<file path="config.mk">
export PLATFORM = sky130hd
export DESIGN_NAME = arb_wrr_4
export DESIGN_NICKNAME = d
export VERILOG_FILES = /design/src/rtl/arb_wrr_4.sv
export SDC_FILE = /design/constraint.sdc
export NUM_CORES = 1
export LEC_CHECK = 0
export BUFFER_PORTS_ARGS = -buffer_cell sky130_fd_sc_hd__buf_2
export CORE_MARGIN = 2
export CORE_UTILIZATION = 40
export DETAILED_ROUTE_END_ITERATION = 8
export HOLD_SLACK_MARGIN = 0.03
export MAX_ROUTING_LAYER = met4
export PLACE_DENSITY = 0.74
export SYNTH_ARGS = -nofsm -noshare
export SYNTH_HDL_FRONTEND = slang
export SYNTH_SLANG_ARGS = --single-unit
</file>
<file path="constraint.sdc">
create_clock -name clk -period 5.4 [get_ports clk]
set_input_delay 1.08 -clock clk [delete_from_list [all_inputs] [get_ports clk]]
set_output_delay 1.08 -clock clk [all_outputs]
set_load 0.02 [all_outputs]
</file>
<file path="src/rtl/arb_wrr_4.sv">
`default_nettype none
// ============================================================================
// Module   : arb_wrr_4
// Purpose  : 4-client weighted round-robin arbiter in front of a single
//            data_mem port. The owning client may issue up to
//            max(cfg_weight_<i>,1) consecutive accepted transactions before
//            ownership rotates. Read returns arrive in order and are steered
//            back to the issuing client through an internal ID FIFO.
// Revision : 1.0 - initial release
// ----------------------------------------------------------------------------
// Ports
//   clk, rst                 clock, asynchronous active-high reset
//   client_req_<i>           request valid            (i = 0..3)
//   client_addr_<i>          request address          [AW]
//   client_read_<i>          1 = read, 0 = write
//   client_wdata_<i>         write data               [W]
//   client_tag_<i>           user tag to memory       [TW]
//   client_bsy_<i>           request not accepted this cycle
//   client_rvalid_<i>        read data valid for client i
//   client_rdata_<i>         read data (mem_rdata broadcast) [W]
//   cfg_weight_<i>           quota per turn, 0 behaves as 1  [QW]
//   mem_req/addr/read/wdata/tag  registered memory request
//   mem_bsy                  memory stall
//   mem_rvalid, mem_rdata    in-order read return
// Optional (macro ARB_WRR_STATS_EN)
//   stat_clr                 synchronous clear of the grant counters
//   stat_grant_<i>           saturating accepted-transaction count [16]
// ============================================================================
module arb_wrr_4 #(
    parameter int W  = 16,
    parameter int AW = 10,
    parameter int TW = 4,
    parameter int QW = 4,
    parameter int RD = 4
) (
    input  logic          clk,
    input  logic          rst,
    input  logic          client_req_0,
    input  logic          client_req_1,
    input  logic          client_req_2,
    input  logic          client_req_3,
    input  logic [AW-1:0] client_addr_0,
    input  logic [AW-1:0] client_addr_1,
    input  logic [AW-1:0] client_addr_2,
    input  logic [AW-1:0] client_addr_3,
    input  logic          client_read_0,
    input  logic          client_read_1,
    input  logic          client_read_2,
    input  logic          client_read_3,
    input  logic [W-1:0]  client_wdata_0,
    input  logic [W-1:0]  client_wdata_1,
    input  logic [W-1:0]  client_wdata_2,
    input  logic [W-1:0]  client_wdata_3,
    input  logic [TW-1:0] client_tag_0,
    input  logic [TW-1:0] client_tag_1,
    input  logic [TW-1:0] client_tag_2,
    input  logic [TW-1:0] client_tag_3,
    output logic          client_bsy_0,
    output logic          client_bsy_1,
    output logic          client_bsy_2,
    output logic          client_bsy_3,
    output logic          client_rvalid_0,
    output logic          client_rvalid_1,
    output logic          client_rvalid_2,
    output logic          client_rvalid_3,
    output logic [W-1:0]  client_rdata_0,
    output logic [W-1:0]  client_rdata_1,
    output logic [W-1:0]  client_rdata_2,
    output logic [W-1:0]  client_rdata_3,
    input  logic [QW-1:0] cfg_weight_0,
    input  logic [QW-1:0] cfg_weight_1,
    input  logic [QW-1:0] cfg_weight_2,
    input  logic [QW-1:0] cfg_weight_3,
    output logic          mem_req,
    output logic [AW-1:0] mem_addr,
    output logic          mem_read,
    output logic [W-1:0]  mem_wdata,
    output logic [TW-1:0] mem_tag,
    input  logic          mem_bsy,
    input  logic          mem_rvalid,
    input  logic [W-1:0]  mem_rdata
`ifdef ARB_WRR_STATS_EN
    ,
    input  logic          stat_clr,
    output logic [15:0]   stat_grant_0,
    output logic [15:0]   stat_grant_1,
    output logic [15:0]   stat_grant_2,
    output logic [15:0]   stat_grant_3
`endif
);

    localparam int PW = $clog2(RD);     // ID FIFO pointer width
    localparam int CW = PW + 1;         // ID FIFO occupancy width

    // ------------------------------------------------------------------
    // Per-client views of the flat port list
    // ------------------------------------------------------------------
    logic [3:0]    req_w;
    logic [3:0]    read_w;
    logic [AW-1:0] addr_w   [4];
    logic [W-1:0]  wdata_w  [4];
    logic [TW-1:0] tag_w    [4];
    logic [QW-1:0] weight_w [4];
    logic [QW-1:0] quota_w  [4];
    logic [3:0]    acc_w;
    logic [3:0]    rvalid_w;

    assign req_w  = {client_req_3, client_req_2, client_req_1, client_req_0};
    assign read_w = {client_read_3, client_read_2, client_read_1, client_read_0};

    assign addr_w[0]   = client_addr_0;
    assign addr_w[1]   = client_addr_1;
    assign addr_w[2]   = client_addr_2;
    assign addr_w[3]   = client_addr_3;
    assign wdata_w[0]  = client_wdata_0;
    assign wdata_w[1]  = client_wdata_1;
    assign wdata_w[2]  = client_wdata_2;
    assign wdata_w[3]  = client_wdata_3;
    assign tag_w[0]    = client_tag_0;
    assign tag_w[1]    = client_tag_1;
    assign tag_w[2]    = client_tag_2;
    assign tag_w[3]    = client_tag_3;
    assign weight_w[0] = cfg_weight_0;
    assign weight_w[1] = cfg_weight_1;
    assign weight_w[2] = cfg_weight_2;
    assign weight_w[3] = cfg_weight_3;

    // ------------------------------------------------------------------
    // Registered state
    // ------------------------------------------------------------------
    logic [1:0]    owner_q, owner_d;
    logic [QW-1:0] cnt_q,   cnt_d;
    logic          mem_req_q,   mem_req_d;
    logic [AW-1:0] mem_addr_q,  mem_addr_d;
    logic          mem_read_q,  mem_read_d;
    logic [W-1:0]  mem_wdata_q, mem_wdata_d;
    logic [TW-1:0] mem_tag_q,   mem_tag_d;

    logic [1:0]    rdq_mem_q [RD];
    logic [PW-1:0] rdq_wr_q, rdq_wr_d;
    logic [PW-1:0] rdq_rd_q, rdq_rd_d;
    logic [CW-1:0] rdq_cnt_q, rdq_cnt_d;

    // ------------------------------------------------------------------
    // Selection
    // ------------------------------------------------------------------
    logic       stay_w;
    logic [1:0] sel_w;
    logic [1:0] cand_w;
    logic       found_w;
    logic       slot_free_w;
    logic       rdq_full_w;
    logic       acc_any_w;
    logic       push_w;
    logic       pop_w;
    logic [1:0] head_w;

    // Zero weight behaves as a quota of one.
    generate
        for (genvar gi = 0; gi < 4; gi++) begin : g_quota
            assign quota_w[gi] = (weight_w[gi] == '0) ? QW'(1) : weight_w[gi];
        end
    endgenerate

    // cnt == 0 only occurs after reset and means "no turn in progress",
    // so the very first search begins at owner+1 = client 0.
    always_comb begin
        stay_w  = req_w[owner_q] && (cnt_q != '0) && (cnt_q < quota_w[owner_q]);
        sel_w   = owner_q;
        cand_w  = '0;
        found_w = 1'b0;
        if (!stay_w) begin
            // Scan owner+1 .. owner+4; the 2-bit wrap puts owner last.
            for (int k = 1; k <= 4; k++) begin
                cand_w = owner_q + 2'(k);
                if (!found_w && req_w[cand_w]) begin
                    sel_w   = cand_w;
                    found_w = 1'b1;
                end
            end
        end
    end

    assign slot_free_w = ~mem_req_q | ~mem_bsy;
    // Full is taken from the registered count: a pop this cycle does not
    // make room for a push in the same cycle.
    assign rdq_full_w  = (rdq_cnt_q == CW'(RD));

    generate
        for (genvar gi = 0; gi < 4; gi++) begin : g_accept
            assign acc_w[gi] = req_w[gi] & (sel_w == 2'(gi)) & slot_free_w &
                               ~(read_w[gi] & rdq_full_w);
        end
    endgenerate

    assign acc_any_w = |acc_w;
    assign push_w    = acc_any_w & read_w[sel_w];
    // A return with no outstanding read is dropped.
    assign pop_w     = mem_rvalid & (rdq_cnt_q != '0);
    assign head_w    = rdq_mem_q[rdq_rd_q];

    generate
        for (genvar gi = 0; gi < 4; gi++) begin : g_rvalid
            assign rvalid_w[gi] = pop_w & (head_w == 2'(gi));
        end
    endgenerate

    // ------------------------------------------------------------------
    // Next-state logic
    // ------------------------------------------------------------------
    always_comb begin
        owner_d     = owner_q;
        cnt_d       = cnt_q;
        mem_req_d   = mem_req_q;
        mem_addr_d  = mem_addr_q;
        mem_read_d  = mem_read_q;
        mem_wdata_d = mem_wdata_q;
        mem_tag_d   = mem_tag_q;
        if (acc_any_w) begin
            mem_req_d   = 1'b1;
            mem_addr_d  = addr_w[sel_w];
            mem_read_d  = read_w[sel_w];
            mem_wdata_d = wdata_w[sel_w];
            mem_tag_d   = tag_w[sel_w];
            if (stay_w) begin
                cnt_d = cnt_q + QW'(1);
            end else begin
                // New turn, including a single requester wrapping to itself.
                owner_d = sel_w;
                cnt_d   = QW'(1);
            end
        end else if (!mem_bsy) begin
            mem_req_d = 1'b0;
        end
    end

    always_comb begin
        rdq_wr_d  = rdq_wr_q + (push_w ? PW'(1) : PW'(0));
        rdq_rd_d  = rdq_rd_q + (pop_w  ? PW'(1) : PW'(0));
        rdq_cnt_d = rdq_cnt_q + CW'(push_w) - CW'(pop_w);
    end

    // ------------------------------------------------------------------
    // State registers
    // ------------------------------------------------------------------
    always_ff @(posedge clk or posedge rst) begin
        if (rst) begin
            owner_q     <= 2'd3;
            cnt_q       <= '0;
            mem_req_q   <= 1'b0;
            mem_addr_q  <= '0;
            mem_read_q  <= 1'b0;
            mem_wdata_q <= '0;
            mem_tag_q   <= '0;
            rdq_wr_q    <= '0;
            rdq_rd_q    <= '0;
            rdq_cnt_q   <= '0;
        end else begin
            owner_q     <= owner_d;
            cnt_q       <= cnt_d;
            mem_req_q   <= mem_req_d;
            mem_addr_q  <= mem_addr_d;
            mem_read_q  <= mem_read_d;
            mem_wdata_q <= mem_wdata_d;
            mem_tag_q   <= mem_tag_d;
            rdq_wr_q    <= rdq_wr_d;
            rdq_rd_q    <= rdq_rd_d;
            rdq_cnt_q   <= rdq_cnt_d;
        end
    end

    // ID storage needs no reset: entries are only read while occupied.
    always_ff @(posedge clk) begin
        if (push_w) begin
            rdq_mem_q[rdq_wr_q] <= sel_w;
        end
    end

    // ------------------------------------------------------------------
    // Outputs
    // ------------------------------------------------------------------
    assign mem_req   = mem_req_q;
    assign mem_addr  = mem_addr_q;
    assign mem_read  = mem_read_q;
    assign mem_wdata = mem_wdata_q;
    assign mem_tag   = mem_tag_q;

    assign client_bsy_0 = ~acc_w[0];
    assign client_bsy_1 = ~acc_w[1];
    assign client_bsy_2 = ~acc_w[2];
    assign client_bsy_3 = ~acc_w[3];

    assign client_rvalid_0 = rvalid_w[0];
    assign client_rvalid_1 = rvalid_w[1];
    assign client_rvalid_2 = rvalid_w[2];
    assign client_rvalid_3 = rvalid_w[3];

    assign client_rdata_0 = mem_rdata;
    assign client_rdata_1 = mem_rdata;
    assign client_rdata_2 = mem_rdata;
    assign client_rdata_3 = mem_rdata;

`ifdef ARB_WRR_STATS_EN
    // ------------------------------------------------------------------
    // Saturating per-client grant counters
    // ------------------------------------------------------------------
    logic [15:0] stat_q [4];

    generate
        for (genvar gi = 0; gi < 4; gi++) begin : g_stats
            always_ff @(posedge clk or posedge rst) begin
                if (rst) begin
                    stat_q[gi] <= '0;
                end else if (stat_clr) begin
                    stat_q[gi] <= '0;
                end else if (acc_w[gi] && (stat_q[gi] != 16'hFFFF)) begin
                    stat_q[gi] <= stat_q[gi] + 16'd1;
                end
            end
        end
    endgenerate

    assign stat_grant_0 = stat_q[0];
    assign stat_grant_1 = stat_q[1];
    assign stat_grant_2 = stat_q[2];
    assign stat_grant_3 = stat_q[3];
`endif

endmodule
`default_nettype wire
</file>
Yosys cells after proc, flatten, opt, wreduce, memory -nomap -nowiden
Memory sizes are Yosys's and may differ from the RTL's.
Index checks and enable logic that the tools add are counted.
- bitwise logic cells: 36
- reduce and logical (&&, ||, !) cells: 18
- div/mod/pow operators: 0
- shift operators: 0
- muxes and demuxes: 44
- add/sub/neg operators: 8
- multiply operators: 0
- magnitude comparators: 8
- eq/ne operators: 8
- operator list (operator ; count):
    $mux 4 ; 9
    $bmux 16 s2 ; 1
    $mux 16 ; 2
    $and 1x1->1 ; 22
    $bmux 10 s2 ; 1
    $mux 10 ; 2
    $mux 1 ; 17
    $bmux 4 s2 ; 2
    $logic_not 4->1 ; 4
    $lt 2x3->1 const B ; 5
    $not 1->1 ; 11
    $bmux 1 s2 ; 5
    $mux 2 ; 5
    $eq 2x2->1 const B ; 4
    $ge 3x3->1 const B ; 2
    $not 2->3 ; 2
    $logic_and 1x1->1 ; 5
    $add 2x1->2 ; 2
    $add 2x2->2 const B ; 2
    $add 4x1->4 const B ; 1
    $eq 2x1->1 const B ; 2
    $logic_not 2->1 ; 2
    $lt 4x4->1 ; 1
    $reduce_bool 4->1 ; 1
    10 further kinds ; 12
- bits in read-only memories: 0
- bits in latches: 0
- input bits: 164
- logic and storage cells: 133
- memories: 1
- memory bits (writable): 8
- output and inout bits: 104
- bits in registers: 45
- memories (name ; words ; bits a word ; rd ports ; clocked after Yosys merged registers in ; wr ports ; line ; text):
    rdq_mem_q ; 4 ; 2 ; 1 ; 0 ; 1 ; 139 ; logic [1:0] rdq_mem_q [RD];

Logic depth before layout (Yosys ltp)
- depth after elaboration: 28
- gate-level depth with buffers: 21
- gate-level depth less buffers: 19

Worst setup path after synthesis
OpenSTA, ideal clock, no wires.
- path kind: reg2reg
- start point: reg owner_q[0]
- end point: reg rdq_cnt_q[2]
- buffers on the path: 3
- arrival time: 4.831 ns
- setup time: 0.123 ns
- required time: 5.277 ns
- slack: 0.447 ns
- period minus slack after synthesis: 4.953 ns
- cell stages (with the launch flop): 22
- cell sequence: dfstp_2 buf_2 buf_1 mux4_2 inv_1 ha_1 a21o_1 a221oi_1 o21a_1 a21o_1 mux2_2 clkbuf_1 o211ai_1 o22ai_4 nand2_1 ha_1 inv_1 ha_1 inv_1 fa_1 xnor2_1 xnor2_1
- cells in the longest elaborated chain, start to end: 25
- elaborated cells between the ends (all ways): 57
- those cells by class: add/sub: 5; order compare: 1; eq/ne: 3; mux: 24; bitwise: 14; reduce/logical: 10
- ends and longest elaborated chain (item ; line ; text):
    start, declared ; 131 ; logic [1:0] owner_q, owner_d;
    start signal, assigned ; 259 ; owner_q <= owner_d;
    $add 2x1->2 ; 175 ; cand_w = owner_q + 2'(k);
    $bmux 1 s2 ; 176 ; if (!found_w && req_w[cand_w]) begin
    $mux 1 (implied by the code) ; 176 ;
    $mux 1 ; 176 ;
    $mux 1 ; 172 ; if (!stay_w) begin
    $logic_not 1->1 ; 176 ;
    $logic_and 1x1->1 ; 176 ;
    $mux 1 ; 176 ;
    [8 not listed] ; - ;
    $mux 2 (*) ; 172 ;
    $eq 2x1->1, or another cell as far along ; 191 ; assign acc_w[gi] = req_w[gi] & (sel_w == 2'(gi)) & slot_free_w &
    $and 1x1->1 (3 in series) ; 191 ;
    $reduce_or 4->1 ; 196 ; assign acc_any_w = |acc_w;
    $and 1x1->1 (*) ; 197 ; assign push_w = acc_any_w & read_w[sel_w];
    $add 3x1->3 (*) ; 240 ; rdq_cnt_d = rdq_cnt_q + CW'(push_w) - CW'(pop_w);
    $sub 3x1->3 (*) ; 240 ;
    via rdq_cnt_d[2] ; 142 ; logic [CW-1:0] rdq_cnt_q, rdq_cnt_d;
    end signal, assigned ; 268 ; rdq_cnt_q <= rdq_cnt_d;
    end, declared ; 142 ;
The timed path passes the listed nets; every way through them passes the cells marked *. The select of a mux whose other input is x is not followed.
A chain may end at the register's enable or synchronous reset.

Worst setup path in the final report
- start point: in cfg_weight_3[2]
- end point: out client_bsy_1
- cells in the longest elaborated chain, start to end: 13
- ends and longest elaborated chain (item ; line ; text):
    start, declared ; 73 ; input logic [QW-1:0] cfg_weight_3,
    $logic_not 4->1 ; 161 ; assign quota_w[gi] = (weight_w[gi] == '0) ? QW'(1) : weight_w[gi];
    $mux 4 (*) ; 161 ;
    $bmux 4 s2 (*) ; 168 ; stay_w = req_w[owner_q] && (cnt_q != '0) && (cnt_q < quota_w[owner_q]);
    $mux 4 (implied by the code) (*) (2 in series) ; 168 ;
    $lt 4x4->1 (*) ; 168 ;
    $logic_and 1x1->1 (*) ; 168 ;
    $mux 2 (*) ; 172 ;
    $eq 2x1->1 (*) ; 191 ;
    $and 1x1->1 (*) (3 in series) ; 191 ;
    $not 1->1 (*) ; 289 ; assign client_bsy_1 = ~acc_w[1];
    end, declared ; 59 ; output logic client_bsy_1,
Every way passes the cells marked *; elsewhere a longest branch is shown, timed or not. The select of a mux whose other input is x is not followed.

==> impl_metrics.csv <==
group,metric,value,unit
routing,drt-pass1-iter-count,4,
global_route,grt_pass1_vias,3286,
placement,dp_hpwl,8.15,mm
routing,drtAntennaViolNets,0,
synthesis,yosys-top-cells-area,"dfrtp_1 25%, buf_4 11%, mux2_4 10%, mux2i_1 8.8%, edfxtp_1 5.5%",
setup_path,cp_data_required_time,4.32,ns
placement,gp_congestion,0.986,
floorplanning,die_h,108,um
setup_path,crit_family,"buffers and inverters",
synthesis,synth_top_cell_by_area,"dfrtp_1",
pwr,p_per_area,807,mW/mm^2
floorplanning,die_w,108,um
final_layout,nFillCells,1019,
global_route,grt_usage,17.5,%
placement,placed_cells,669,
min_path,worstHoldPathType,"flop to flop",
pwr,leakage,2.43,nW
floorplanning,dieArea,0.0117,mm^2
floorplanning,start_util,40.6,%
sta,fin_worst_skew,0.0109,ns
final_layout,nets,710,
floorplanning,core-area,0.0107,mm^2
setup_path,path_cells,"buf_2 > mux4_2 > inv_1 > ha_1 > a21o_1 > a221oi_1 > o21a_1 > a221oi_4 > xnor2_4 > inv_2 > buf_4 > nand4_1 > buf_2",
clocking,cts-hold-fix-buffers,0,
sta,tightest_slew,0.950,ns
setup_path,crit_buf_inv,5,
synthesis,ys_ff_latch,53,
pwr,p_total,4.04,mW
clocking,root_buffer,"clkbuf_8",
pwr,ir_worst_vdd,0.626,mV
clocking,cts.repair.resized,0,
routing,avgViaCountPerCell,5.22,
setup_path,worst_path_largest_cell_delay,0.45,ns
final_layout,final_common_cell,"buf_2",
setup_path,crit_path_frequent_cell,"buf_2",
sta,max_freq,205,MHz
routing,drtIter0Drc,257,
final_layout,antennaDiodeCount,0,
clocking,clkSinkCount,53,
setup_path,critical_path.max_fanout,32,
min_path,min_from,"rdq_cnt_q[2]",
min_path,hold_end,"rdq_cnt_q[2]",
clocking,cts-buffers-inserted,5,
sta,tns,0,ns
global_route,overflow,0,
synthesis,synth_edf_count,8,
setup_path,critical_path.slowest_cell,"mux4_2",
synthesis,synth_warnings,0,
status,status,"finished clean",
flow_run,cap_violations,0,
sta,setup_viol,0,
setup_path,r2r-start,"owner_q[0]",
setup_path,r2r_end,"rdq_cnt_q[2]",
sta,fin_crit_sh,90.4,%
sta,hold_violations,0,
clocking,clk_pin_slew,0.11,ns
sta,finalCriticalPeriod,4.88,ns
synthesis,async_reset_ff_share,84.9,%
clocking,clock_latency,0.31,ns
final_layout,layout_common_cells,"187 x buf_2, 43 x dfrtp_1, 38 x mux2i_1",
synthesis,synth.cell_area,0.00435,mm^2
global_route,grt_first_pass_wirelength,15.8,mm
placement,portBuffers,187,
sta,maxSlewHeadroom,36.6,%
setup_path,worst_setup_path_end_kind,"output port",
synthesis,synth.avg_cell_area,10.2,um^2
global_route,antenna_found_initial,0,
setup_path,r2r_slack,0.91,ns
min_path,min_delay_path_depth,1,
global_route,grt_max_degree,61,
routing,num_vias,3532,
setup_path,cp.depth,13,
final_layout,synthToLayoutAreaGrowth,15.2,%
final_layout,drive_above_1_share,46.2,%
synthesis,ys_seq_area_share,31.5,%
sta,drv_slew,0,
routing,detail_route.wirelength,10.6,mm
floorplanning,std_cell_rows,38,
synthesis,synth_fp_nets,601,
setup_path,worstSetupPathType,"input port to output port",
clocking,cts_tree,"yes",
setup_path,start_kind,"input port",
synthesis,ys_types,48,
clocking,cts_setup_buffers,0,
sta,grt_setup_unrepaired,"false",
synthesis,synth_top_area_share,24.8,%
clocking,htreeDepth,2,
floorplanning,io_pins,268,
final_layout,final_cell_count_no_fill,677,
setup_path,worstPathArrival,3.80,ns
routing,drcViolationCount,0,
clocking,cts.path.max_buffers,2,
synthesis,ys.flop_type,"dfrtp_1",
placement,post-place-ws,0.355,ns
synthesis,synthesis.instances,427,
routing,wl_per_cell,15.7,um
setup_path,ff2ff_path_depth,19,
sta,fin_ws,0.516,ns
registers in the layout, summed over array words and instances, names as in the netlist:
signal	count
rdq_cnt_q	3
mem_wdata	16
mem_req	1
rdq_rd_q	2
cnt_q	4
mem_addr	10
mem_read	1
mem_tag	4
rdq_mem_q	8
rdq_wr_q	2
owner_q	2
layer usage:
| metal | share of wire, % | vias up | track usage (%) |
|---|---|---|---|
| met1 | 39 | 1644 | 21.0 |
| met2 | 48 | 179 | 29.3 |
| met4 | 2.4 | 0 | 6.04 |
| met5 | 0 | - | - |
| li1 | - | 1681 | - |
| met3 | 10 | 28 | 3.62 |
kinds of logic (layout without fill, tap and decap cells):
| group | Yosys count | after routing | synth area share, % |
|---|---|---|---|
| compound gates | 91 | 91 | 14.7 |
| fa+ha+maj | 10 | 10 | 3.05 |
| xor+xnor | 6 | 6 | 1.38 |
| buf+inv | 106 | 216 | 15.5 |
| simple gates | 85 | 85 | 11.0 |
| flops | 53 | 53 | 31.5 |
| mux | 76 | 76 | 23.0 |
cells in the mapped netlist, drive strengths merged, types with 3 or more instances:
| master | n |
|---|---|
| buf | 76 |
| dfrtp | 43 |
| mux2i | 40 |
| a21oi | 36 |
| and2 | 31 |
| mux2 | 31 |
| a211oi | 30 |
| inv | 16 |
| clkbuf | 14 |
| nand2 | 14 |
| ha | 9 |
| edfxtp | 8 |
| nor2 | 8 |
| nor3 | 8 |
| o21ai | 7 |
| mux4 | 5 |
| nor3b | 5 |
| and3 | 4 |
| nand4 | 4 |
| o211ai | 4 |
| xnor2 | 4 |
| nand2b | 3 |
| nand3 | 3 |
| o22ai | 3 |
final cells by class:
class | instances | area (um^2) | share of cell area, %
clock buffer | 6 | 93.8 | 1.87
clock inverter | 2 | 20.0 | 0.400
inverter | 16 | 60.1 | 1.20
multi-input combinational | 268 | 2320 | 46.3
sequential | 53 | 1370 | 27.3
tap | 140 | 175 | 3.50
timing repair buffer | 192 | 973 | 19.4
report_power, final:
group          switching, mW  leakage (nW)  internal (mW)  total, mW
Sequential             0.139         0.595          0.642      0.780
Combinational           1.59          1.78           1.41       3.00
Clock                  0.139        0.0584          0.124      0.263
Total                   1.87          2.43           2.17       4.04
worst max path at each step:
stage                    startpoint           end  slack (ns)
finish              cfg_weight_3[2]  client_bsy_1        0.52
detailed placement  cfg_weight_3[2]  rdq_cnt_q[2]        0.35
CTS                 cfg_weight_3[2]  client_bsy_1        0.51
global route        cfg_weight_3[2]  client_bsy_3        0.29
floorplan                owner_q[0]  rdq_cnt_q[2]        0.45
global placement    cfg_weight_3[2]  rdq_cnt_q[2]        0.49
per-stage QoR:
stage | utilization, % | hold WS, ns | cell area [um^2]
global route | 46.8 | 0.527 | 5010
global placement | 45.8 | 0.478 | 4890
detailed placement | 45.8 | 0.486 | 4890
finish | 46.8 | 0.503 | 5010
CTS | 46.8 | 0.505 | 5010
floorplan | - | 0.460 | 4350
No activity file was read; power rests on OpenSTA's default activity.
